==> src/rtl/seg_scan_display.sv <==
// Multiplexed seven-segment scanner with frame-synchronous shadow load.
// Hex or octal digit slicing, leading-zero blanking, active-low drive.
module seg_scan_display #(
  parameter int DIGITS   = 8,
  parameter int PRESCALE = 100000
) (
  input  logic                  clock,
  input  logic                  resetN,
  input  logic                  load,
  input  logic [4*DIGITS-1:0]   value,
  input  logic [DIGITS-1:0]     dp_mask,
  input  logic                  octal_mode,
  input  logic                  blank_lz,
  input  logic                  enable,
  output logic [DIGITS-1:0]     an,
  output logic [6:0]            seg,
  output logic                  dp,
  output logic                  frame_start
);

  localparam int IW = (DIGITS > 1) ? $clog2(DIGITS) : 1;
  localparam int PW = (PRESCALE > 1) ? $clog2(PRESCALE) : 1;

  typedef struct packed {
    logic [4*DIGITS-1:0] val;
    logic [DIGITS-1:0]   dpm;
    logic                oct;
    logic                blk;
  } word_t;

  logic [PW-1:0]     presc;
  logic [IW-1:0]     idx;
  word_t             active;
  word_t             shadow;
  logic              pending;
  logic              tick;
  logic              wrap;
  logic [3:0]        nib [DIGITS];
  logic [DIGITS-1:0] upper_zero;
  logic [DIGITS-1:0] sel;
  logic [3:0]        cur;
  logic              cur_dp;
  logic              cur_blank;
  logic              z_acc;

  assign tick = (presc == PW'(PRESCALE - 1));
  assign wrap = tick && (idx == IW'(DIGITS - 1));

  always_comb begin
    for (int i = 0; i < DIGITS; i++) begin
      nib[i] = active.oct ? {1'b0, active.val[3*i +: 3]}
                          : active.val[4*i +: 4];
    end
  end

  // upper_zero[i]: digits i..top are all zero
  always_comb begin
    z_acc = 1'b1;
    upper_zero = '0;
    for (int i = DIGITS - 1; i >= 0; i--) begin
      z_acc = z_acc & (nib[i] == 4'd0);
      upper_zero[i] = z_acc;
    end
  end

  always_comb begin
    sel = '0;
    cur = '0;
    cur_dp = 1'b0;
    cur_blank = 1'b0;
    for (int i = 0; i < DIGITS; i++) begin
      if (idx == IW'(i)) begin
        sel[i] = 1'b1;
        cur = nib[i];
        cur_dp = active.dpm[i];
        cur_blank = active.blk && (i != 0) && upper_zero[i];
      end
    end
  end

  function automatic logic [6:0] decode(input logic [3:0] d);
    logic [6:0] s;
    case (d)
      4'h0: s = 7'b1000000;
      4'h1: s = 7'b1111001;
      4'h2: s = 7'b0100100;
      4'h3: s = 7'b0110000;
      4'h4: s = 7'b0011001;
      4'h5: s = 7'b0010010;
      4'h6: s = 7'b0000010;
      4'h7: s = 7'b1111000;
      4'h8: s = 7'b0000000;
      4'h9: s = 7'b0010000;
      4'hA: s = 7'b0001000;
      4'hB: s = 7'b0000011;
      4'hC: s = 7'b1000110;
      4'hD: s = 7'b0100001;
      4'hE: s = 7'b0000110;
      default: s = 7'b0001110;
    endcase
    return s;
  endfunction

  always_ff @(posedge clock or negedge resetN) begin
    if (!resetN) begin
      presc       <= '0;
      idx         <= '0;
      active      <= '0;
      shadow      <= '0;
      pending     <= 1'b0;
      frame_start <= 1'b0;
      an          <= '1;
      seg         <= '1;
      dp          <= 1'b1;
    end else begin
      presc <= tick ? '0 : presc + 1'b1;
      if (tick)
        idx <= wrap ? '0 : idx + 1'b1;
      frame_start <= wrap;
      // transfer sees the pre-load shadow when both coincide
      if (wrap && pending)
        active <= shadow;
      if (load) begin
        shadow <= '{val: value, dpm: dp_mask,
                    oct: octal_mode, blk: blank_lz};
        pending <= 1'b1;
      end else if (wrap) begin
        pending <= 1'b0;
      end
      if (!enable) begin
        an  <= '1;
        seg <= '1;
        dp  <= 1'b1;
      end else begin
        an  <= ~sel;
        seg <= cur_blank ? 7'h7F : decode(cur);
        dp  <= ~cur_dp;
      end
    end
  end

endmodule
==> config.mk <==
export PLATFORM = sky130hd
export DESIGN_NAME = seg_scan_display
export DESIGN_NICKNAME = d
export VERILOG_FILES = /design/src/rtl/seg_scan_display.sv
export SDC_FILE = /design/constraint.sdc
export NUM_CORES = 1
export LEC_CHECK = 0
export ABC_AREA = 1
export ABC_CLOCK_PERIOD_IN_PS = 3050
export BUFFER_PORTS_ARGS = -buffer_cell sky130_fd_sc_hd__buf_2
export CAP_MARGIN = 20
export CORE_UTILIZATION = 30
export CTS_BUF_LIST = sky130_fd_sc_hd__clkbuf_8
export DETAILED_ROUTE_END_ITERATION = 6
export HOLD_SLACK_MARGIN = 0.15
export SYNTH_ARGS = -nofsm -noshare
export SYNTH_HDL_FRONTEND = slang
export SYNTH_SLANG_ARGS = --single-unit
==> constraint.sdc <==
create_clock -name clock -period 3.05 [get_ports clock]
set_clock_uncertainty 0.15 [all_clocks]
set_input_delay 0.4575 -clock clock [delete_from_list [all_inputs] [get_ports clock]]
set_output_delay 0.4575 -clock clock [all_outputs]
set_load 0.02 [all_outputs]
==> metrics <==
Critical Path End Type register; GRT busiest layer met2; WS Path Type reg2reg; min Tclk post-route 2.61 ns; Clock Sink Count 122; startpoint types register; # diodes 0; clk_lat worst skew 0.45 ns; Cell Area, Synth 6080 µm²; clock-pin slew on the worst setup and hold paths 0.07 ns; Finish-stage setup viols 0; WP data required 3.28 ns; Routability Congestion 0.863; post-synth cell types 45; met3 usage in global routing 0.0401; Total Wirelength 13500 µm; CTS tree done; Synth Flop Type dfrtp_1; Worst-Margin Slew 0.676 ns; DRC viols 0; ratio of cells with drive above 1 in the final layout 0.196; met1 GRT Util 0.195; H-Tree Level Count 4; GR Util All Layers 0.143; XOR/XNOR Fraction of Synth Area 0.0101; Hold/Removal Path Class reg2reg; largest net degree at the start of global routing 64; Die Y 144 µm; CTS root buffer clkbuf_8; Initial Util 0.309; r2r setup slk 0.44 ns; Register-to-Register Path Depth 17; mux contribution to synthesized area 0.00165; dpl cells 1037; CP max FO 9; Post-synth top cells nand2_1, dfrtp_1, inv_1, o21ai_0, nor2_1; core area 19700 µm²; final global-route overflow total 0; Adder-Cell Fraction of Synth Area 0.0247; main combinational cell family by area after synthesis simple AND/OR/NAND/NOR gates; Rel. slew slack 0.549; Seq/Total Area, Yosys 0.505; async set-reset flop share out of synthesis 1.00; initial antenna violation count 0; Placed Area 6610 µm²; hold path depth 1; vias in the first global route 4586; io pins 63; fmax 0.384 GHz; max_cap viols 0; grt met2 use 0.211; PwrDens 492 nW/µm²; Avg Cell Area, Syn 8.34 µm²; via count 4854; post-route non-filler standard cell count 1116; Leakage 0.00373 µW; IO Port Bufs 62; final period utilization 0.854; Core Rows 51; synth warn 0; finished layout cell area 7580 µm²; Final Max Slew Viols 0; Critical Path Start idx[2]$_DFFE_PN0P_; Synth Register Bits 122; Crit Reg-Reg Startpoint idx[2]$_DFFE_PN0P_; Max Root-Sink Buffers 2; Final Util 0.386; Synth Area in Compound Gates 0.134; post-layout net count 896; Setup TNS 0 ns; top cells by area, synth dfrtp_1, nand2_1, dfstp_2; Die Span X 144 µm; outcome finished clean; Fin. Hold Viols 0; TritonRoute pass-1 iters 5; Peak VDD IR 0.269 mV; Synth Instances 729; top cell type's share of synthesized area 0.436; first-pass GRT wire length 22600 µm; count leader, synth nand2_1; vias per cell 4.35; total power after layout 3730 µW; Synth area leader dfrtp_1; number of synthesized flops with an enable pin 0; Simple-Gate Fraction of Synth Area 0.228; die area 20800 µm²; Num CTS Buffers 17; r2r endpoint seg[1]$_DFF_PN1_; CP endpoint seg[1]$_DFF_PN1_; Arr. time, crit path 2.84 ns; WL/cell 12.1 µm; unrepaired setup endpoints after global routing false; number of fillers in the final layout 2090; initial DRC count 218; Synthesized Nets 787; post-cts repair resize count 0; Final HPWL DP 9670 µm; Synth-to-Final Area Change 24.7%; ANT nets after route 0
## metrics by stage
| stage | setup WS [ns] | hold slack, ns |
|---|---|---|
| floorplan | 0.714 | 0.0119 |
| global placement | 0.513 | 0.289 |
| detailed placement | 0.463 | 0.289 |
| CTS | 0.443 | 0.301 |
| global route | 0.116 | 0.335 |
| finish | 0.444 | 0.296 |
## sequential cells by signal, summed over array words and instances (netlist names)
name	flops
active	42
an	8
dp	1
frame_start	1
idx	3
pending	1
presc	17
seg	7
shadow	42
## logic make-up (layout without fill, tap and decap cells)
family,after synthesis,after routing
buffers and inverters,125,247
AOI/OAI and AO/OA,136,136
DFF,122,122
and+or+nand+nor,326,326
adders and majority gates,12,12
xor gates and xnor gates,7,7
muxes,1,1
## cell type report
class	instances	area, µm²	area share
tap	265	332	0.0437
sequential	122	3070	0.405
multi-input combinational	482	2420	0.319
clock inverter	13	248	0.0327
inverter	98	380	0.0501
clock buffer	19	262	0.0345
timing repair buffer	117	868	0.114
## layer usage
| metal | vias up | share of wire |
|---|---|---|
| li1 | 2520 | - |
| met2 | 129 | 0.44 |
| met1 | 2183 | 0.49 |
| met4 | 0 | 0.020 |
| met3 | 22 | 0.051 |
| met5 | - | 0 |
## placed cells by master (no fill, tap or decap), types with 2 or more instances in the layout
cell	n
xor2_1	5
nor3_1	3
nand3_1	24
nand4_1	7
nor2_1	36
buf_4	7
nor4_1	2
inv_4	2
inv_2	3
dfstp_2	16
nor2_2	2
nor2_4	2
nand2_2	6
dfrtp_1	106
o21ai_2	24
buf_12	2
ha_1	12
a21oi_1	17
clkinv_4	2
inv_1	93
nand2_1	235
nor3_2	2
dlygate4sd3_1	47
bufinv_16	7
o21ai_1	22
clkbuf_8	19
a21oi_2	2
xnor2_1	2
buf_2	61
o21ai_0	63
## critical path, cell delays in order (launching register included)
cell and delay [ns]:
dfrtp_1 0.50, inv_4 0.15, ha_1 0.33, inv_1 0.13, nor2_1 0.12, nor2_1 0.05, nand2_1 0.06, nand2_1 0.04
nand2_1 0.05, nand2_1 0.05, nand2_1 0.05, nand2_1 0.12, ha_1 0.31, nand3_1 0.08, or2_0 0.21, nand2_1 0.06
inv_1 0.03, nand2_1 0.04
## power by group
part           internal (µW)  total, µW  switching, µW  leakage (µW)
Clock                   1180       1830            650      0.000258
Sequential              1680       1690           12.7       0.00155
Combinational           94.0        220            126       0.00192
Total                   2950       3730            788       0.00373
## repair_timing
action	4_1_cts	5_1_grt
setup buffers	0	0
hold buffers	47	0
hold endpoints to repair	74	0
## how the worst min path moves through the flow
stage | from | to | slack, ns
2_1_floorplan | resetN | active[0]$_DFFE_PN0P_ | 0.01
3_3_place_gp | active[9]$_DFFE_PN0P_ | dp$_DFF_PN1_ | 0.29
3_5_place_dp | active[9]$_DFFE_PN0P_ | dp$_DFF_PN1_ | 0.29
6_report | active[9]$_DFFE_PN0P_ | dp$_DFF_PN1_ | 0.30
5_1_grt | active[9]$_DFFE_PN0P_ | dp$_DFF_PN1_ | 0.34
4_1_cts | active[9]$_DFFE_PN0P_ | dp$_DFF_PN1_ | 0.30
(Power assumes the default switching activity.)
